`config.mk`:
```
export PLATFORM = sky130hd
export DESIGN_NAME = port_uart_tx
export DESIGN_NICKNAME = d
export VERILOG_FILES = /design/src/rtl/port_uart_tx.sv
export SDC_FILE = /design/constraint.sdc
export NUM_CORES = 1
export LEC_CHECK = 0
export CORE_UTILIZATION = 50
export DETAILED_ROUTE_END_ITERATION = 10
export GPL_TIMING_DRIVEN = 0
export HOLD_SLACK_MARGIN = 0.1
export PLACE_DENSITY = 0.76
export SLEW_MARGIN = 10
export SYNTH_ARGS = -nofsm -noshare
export SYNTH_HDL_FRONTEND = slang
export SYNTH_SLANG_ARGS = --single-unit
```
`constraint.sdc`:
```
create_clock -name clk -period 2.5 [get_ports clk]
set_clock_uncertainty 0.2 [all_clocks]
set_input_delay 0.25 -clock clk [delete_from_list [all_inputs] [get_ports clk]]
set_output_delay 0.25 -clock clk [all_outputs]
set_load 0.02 [all_outputs]
```
`src/rtl/port_uart_tx.sv`:
```
// Memory-mapped 8N1 UART transmitter: toggle-handshake request/ack on CPU
// output/input ports, LSB-first serialization, sticky overrun on early re-request.
module port_uart_tx #(
    parameter int unsigned CLKS_PER_BIT = 16
) (
    input  logic       clk,
    input  logic       reset,
    input  logic [7:0] tx_data,
    input  logic [7:0] tx_ctrl,
    output logic [7:0] tx_status,
    output logic       txd
);

    localparam int unsigned CNT_W = (CLKS_PER_BIT > 1) ? $clog2(CLKS_PER_BIT) : 1;
    localparam logic [CNT_W-1:0] CNT_LAST = CNT_W'(CLKS_PER_BIT - 1);

    typedef enum logic [1:0] {
        IDLE  = 2'd0,
        START = 2'd1,
        DATA  = 2'd2,
        STOP  = 2'd3
    } state_t;

    state_t           state_q, state_d;
    logic [CNT_W-1:0] cnt_q, cnt_d;
    logic [2:0]       bit_idx_q, bit_idx_d;
    logic [7:0]       shreg_q, shreg_d;
    logic             txd_q, txd_d;
    logic             ack_q, ack_d;
    logic             busy_q, busy_d;
    logic             overrun_q, overrun_d;
    logic             req_q;

    logic req_bit;
    logic enable;
    logic ovr_clear;
    logic req_pending;
    logic bit_end;
    logic unused_ctrl;

    assign req_bit     = tx_ctrl[0];
    assign enable      = tx_ctrl[1];
    assign ovr_clear   = tx_ctrl[2];
    assign unused_ctrl = ^tx_ctrl[7:3];
    assign req_pending = (req_bit != ack_q);
    assign bit_end     = (cnt_q == CNT_LAST);

    // Next-state and next-output computation for every register.
    always_comb begin
        state_d   = state_q;
        cnt_d     = cnt_q;
        bit_idx_d = bit_idx_q;
        shreg_d   = shreg_q;
        txd_d     = txd_q;
        ack_d     = ack_q;
        busy_d    = busy_q;
        overrun_d = overrun_q;

        case (state_q)
            IDLE: begin
                txd_d  = 1'b1;
                busy_d = 1'b0;
                if (req_pending && enable) begin
                    shreg_d   = tx_data;
                    state_d   = START;
                    txd_d     = 1'b0;
                    busy_d    = 1'b1;
                    cnt_d     = '0;
                    bit_idx_d = '0;
                end
            end
            START: begin
                if (bit_end) begin
                    cnt_d     = '0;
                    bit_idx_d = '0;
                    state_d   = DATA;
                    txd_d     = shreg_q[0];
                    shreg_d   = {1'b0, shreg_q[7:1]};
                end else begin
                    cnt_d = cnt_q + CNT_W'(1);
                end
            end
            DATA: begin
                if (bit_end) begin
                    cnt_d = '0;
                    if (bit_idx_q == 3'd7) begin
                        bit_idx_d = '0;
                        state_d   = STOP;
                        txd_d     = 1'b1;
                    end else begin
                        bit_idx_d = bit_idx_q + 3'd1;
                        txd_d     = shreg_q[0];
                        shreg_d   = {1'b0, shreg_q[7:1]};
                    end
                end else begin
                    cnt_d = cnt_q + CNT_W'(1);
                end
            end
            STOP: begin
                if (bit_end) begin
                    cnt_d   = '0;
                    state_d = IDLE;
                    ack_d   = ~ack_q;
                    busy_d  = 1'b0;
                    txd_d   = 1'b1;
                end else begin
                    cnt_d = cnt_q + CNT_W'(1);
                end
            end
            default: begin
                state_d = IDLE;
                txd_d   = 1'b1;
                busy_d  = 1'b0;
            end
        endcase

        // A request edge seen while busy is lost; set beats clear.
        if (ovr_clear) begin
            overrun_d = 1'b0;
        end
        if (busy_q && (req_bit != req_q)) begin
            overrun_d = 1'b1;
        end
    end

    always_ff @(posedge clk or negedge reset) begin
        if (!reset) begin
            state_q   <= IDLE;
            cnt_q     <= '0;
            bit_idx_q <= '0;
            shreg_q   <= '0;
            txd_q     <= 1'b1;
            ack_q     <= 1'b0;
            busy_q    <= 1'b0;
            overrun_q <= 1'b0;
            req_q     <= 1'b0;
        end else begin
            state_q   <= state_d;
            cnt_q     <= cnt_d;
            bit_idx_q <= bit_idx_d;
            shreg_q   <= shreg_d;
            txd_q     <= txd_d;
            ack_q     <= ack_d;
            busy_q    <= busy_d;
            overrun_q <= overrun_d;
            req_q     <= req_bit;
        end
    end

    assign txd       = txd_q;
    assign tx_status = {5'b0, overrun_q, ack_q, busy_q};

endmodule

```
# Word level (Yosys, flattened, before mapping)
# Cells that the tools add are included.
# totals
register_bits	22
latchBits	0
ram_bits	0
romBits	0
in_bits	18
word_cells	68
memories	0
# op_classes
addsub	2
multipliers	0
n_div	0
order_cmp	0
eq_ne	13
n_shift	0
muxes	30
n_bitwise	1
reduce_logical	13
# op_table
operator	count
8-bit two-way mux	4
8-bit case mux with 3 select lines	1
3-bit two-way mux	4
2-bit inequality test, second input constant	6
2-bit two-way mux	5
5-bit AND reduction	2
1-bit two-way mux	9
3-bit case mux with 3 select lines	1
4-bit two-way mux	2
2-bit case mux with 4 select lines	1
4-bit case mux with 2 select lines	1
4-bit by 1-bit adder with 4-bit output, second input constant	1
2-bit == test, second input constant	2
4-bit == test, second input constant	1
1-bit case mux with 4 select lines	1
2-bit AND reduction	2
4-bit AND reduction	1
2-bit nonzero test	2
3-bit by 1-bit adder with 3-bit output, second input constant	1
3-bit == test, second input constant	1
3-bit AND reduction	1
3-bit nonzero test	1
3-bit OR reduction	1
2-bit by 1-bit == test with 1-bit output, second input constant	1
other kinds (5)	7

# Logic depth before layout (Yosys ltp)
# depth
ltp_word	4
depth_mapped	7
mapped_depth_nobuf	6

# Least setup slack after synthesis
# OpenSTA, ideal clock, no wires.
# synth_path
path_kind	register to register
start	reg state_q[0]
end	reg bit_idx_q[0]
t_arrival_ns	1.818
setup_slack_ns	0.357
stages_incl_launch_ff	7
path_buffers	1
path_cell_list	dfrtp_1 inv_1 ha_1 buf_1 nor2_1 nor3_1 mux2_2
# synth_via
elab_chain_cells	3
# synth_lines
item	line_no	rtl
start, declared	24	state_t state_q, state_d;
start signal, assigned	138	state_q <= state_d;
2-bit by 1-bit == test with 1-bit output (tied with other cells)	59	case (state_q)
2-bit inequality test (no source line) or 3-bit nonzero test (tied branches)	--	
4-bit AND reduction (no source line)	--	
end signal, assigned	140	bit_idx_q <= bit_idx_d;
end, declared	26	logic [2:0] bit_idx_q, bit_idx_d;
# Several ways; a longest one is shown, not always the timed one.
# A chain may end at the register's enable or synchronous reset.

# Worst setup path after layout
# layout_path
start	reg state_q[0]
end	reg shreg_q[2]
# layout_via
elab_chain_cells	3
# layout_lines
item	line_no	rtl
2-bit == test (tied with other cells)	59	
2-bit inequality test (no source line) or 3-bit nonzero test (tied branches)	--	
5-bit AND reduction (no source line)	--	
end signal, assigned	141	shreg_q <= shreg_d;
end, declared	27	logic [7:0] shreg_q, shreg_d;
# Several ways; a longest one is shown, not always the timed one.

==> results.md <==
- Final Instance Area: approximately 1500 sq um
- Vias per Instance: around 5.2
- WL/cell: approximately 13 um
- Main combinational cell family by area after synthesis: multiplexers
- Die width: 52.30 um
- Adder-cell share of the synthesized area: 0.08902
- Antenna violations before repair: 0
- Yosys reg bits: 22
- Row Count: 17
- Area share of the largest cell type after synthesis: 0.4154
- Syn-to-layout area delta: 19.09%
- Clk sink count: 22
- PostCTS Resize Cnt: 0
- HP Class: in -> reg
- Avg Inst Size Synth: 11.50 sq um
- Core area: ~2300 sq um
- Synth Cell Area: ~1300 sq um
- Gate Count Post-Synth: 110
- Final worst-path cycle share: 0.9332
- Slew @ Worst Pin: ~1.0 ns
- Reg power frac: 0.336
- Number of global-route vias before repair: about 900
- Share of cells above drive strength 1: 0.2687
- DP HPWL: roughly 1.5 mm
- Synth area leader: dfrtp_1
- Internal: 1.155 mW
- Initial drt markers: 12
- DRC Markers: 0
- Mux cell area share after synthesis: 0.1761
- Critical path class: reg -> reg
- FMAX: roughly 0.43 GHz
- Antenna cell count: 0
- Starting density of the core: 0.5507
- Leak Pwr: 0.6968 nW
- Placement Cell Area: between 1000 and 1500 sq um
- Crit Path Max Fanout: 9
- CTS tree: yes
- WHS: approximately 0.26 ns
- Root Driver: clkbuf_4
- CTS Buf Count: 3
- Synth Flop Type: dfrtp_1
- Ys async rst share: 1.000
- Fin nets: 162
- RSZ-0062 raised after global routing: false
- Clk_lat worst skew: 0.31 ns
- Setup violations, final: 0
- Most common cell after layout, fill and taps aside: dfrtp_1
- Post-Layout Cell Count: ~160
- Clock network power share: 0.091
- GRT Total Usage: 0.1878
- Max H-tree Level: 1
- Xor/xnor cell area share of the yosys netlist: 0.02077
- GPL Wtd Cong: 0.8567
- Final hold violation count: 0
- Critical Path AT: ~2.3 ns
- YS warnings: 0
- Switching share of power: 0.3782
- Largest net degree at the start of global routing: 23
- Compound-Gate Fraction of Synth Area: 0.1098
- Most frequent cells in the layout: dfrtp_1, mux2_2, clkdlybuf4s50_1
- Clock-pin slew on the worst setup and hold paths: between 0.1 and 0.15 ns
- Synth cell types: 33
- Worst setup EP type: flip-flop
- Total number of vias: about 850
- PortBufs: 16
- Status: finished clean
- Final WL: about 2.1 mm
- Required time of the critical path: about 2.5 ns
- First-pass iteration count of the detailed router: 4
- Post-Place Cells: 158
- Post-layout power: between 1.5 and 2 mW
- CTS max path bufs: 2
- Die area: around 2700 sq um
- Slew headroom: 0.3323
- Synth area leaders: dfrtp_1, mux2_2, ha_1
- Ports: 27
- Synth Area in Simple Gates: 0.09693
- PwrDens: ~1200 nW/um^2
- Max VDD drop: between 800 and 900 uV
- Min Clock Period, post-route: ~2.3 ns
- Logic pwr share: 0.573
- Global-route wire length before repair: about 3.8 mm
- DRT antenna net count: 0
- Global route overflow: 0
- Switching power: 0.7023 mW
- Post-synth EDFFs: 0
- Sequential share of the synthesized area: 0.4362
- Max Cap Viol: 0
- Post-CTS setup buffers: 0
- Critical Path Source Type: flip-flop
- Setup_tns: 0 ns
- Hold buffers post-CTS: 0
- Max-slew violations: 0
- Die Y: 52.30 um
layer usage:
layer  share of wire  up-vias  GRT usage
li1                -      418          -
met1            0.44      410     0.2161
met2            0.51       19     0.3354
met3           0.043        2    0.06087
met4          0.0063        0    0.03947
met5               0        -          0
power by group through the flow:
stage                     sequential, mW  clock, mW  combinational, mW
after floorplan                    0.614          0              0.840
after global placement             0.622          0               1.02
after detailed placement           0.632          0               1.06
after CTS                          0.623      0.175               1.07
after global routing               0.646      0.191               1.19
final                              0.624      0.169               1.06
final cells by class:
type                       instances  area (sq um)
fill                             187         790.8
clock buffer                       4         26.28
multi-input combinational         78         646.9
tap                               28         35.03
buffer                            10         71.32
timing repair buffer              16         160.2
inverter                           4         15.01
sequential                        22         551.8
state kept, by name, summed over array words and instances, names as in the netlist:
signal,flops
req_q,1
busy_q,1
ack_q,1
cnt_q,4
state_q,2
overrun_q,1
bit_idx_q,3
shreg_q,8
txd,1
cell families after synthesis:
| logic type | after synthesis |
|---|---|
| XOR/XNOR | 3 |
| AO/OA/AOI/OAI | 17 |
| adder cells (fa/ha/maj) | 9 |
| flip-flops | 22 |
| buffers and inverters | 14 |
| multiplexers | 20 |
| AND/OR/NAND/NOR | 24 |
| other | 1 |
worst paths after layout:
path                             from         end  slack (ns)  cells after the start
max                        state_q[0]  shreg_q[2]        0.17                      5
min                        tx_ctrl[0]       req_q        0.26                      1
max reg2reg                state_q[0]  shreg_q[2]        0.17                      5
min reg2reg                  cnt_q[3]    cnt_q[3]        0.31                      1
max in group asynchronous       reset  state_q[1]        1.22                      1
min in group asynchronous       reset       req_q        0.28                      1
through the flow:
| stage | worst slack [ns] | utilization |
|---|---|---|
| 2_1_floorplan | 0.3573 | - |
| 3_3_place_gp | 0.01767 | 0.6422 |
| 3_5_place_dp | -0.03769 | 0.6422 |
| 4_1_cts | 0.06093 | 0.6536 |
| 5_1_grt | 0.06255 | 0.6558 |
| 6_report | 0.1670 | 0.6558 |
cell usage after synthesis (2+ instances only):
cell       n
xor2_1     2
nor2_1     5
dfrtp_1   21
mux2_2    18
a21o_1     2
o21ai_0    5
mux2i_1    2
nand2_1    6
nand2b_1   2
o31ai_1    2
nor2b_1    2
nor3_1     3
inv_1      4
buf_4      9
ha_1       9
worst max-delay path, stage by stage (launching register included):
cell	delay [ns]
dfrtp_1	0.43
inv_1	0.10
ha_1	0.26
a21boi_2	0.24
a2111oi_4	0.60
mux2_2	0.40
No activity file was read; power rests on OpenSTA's default activity.
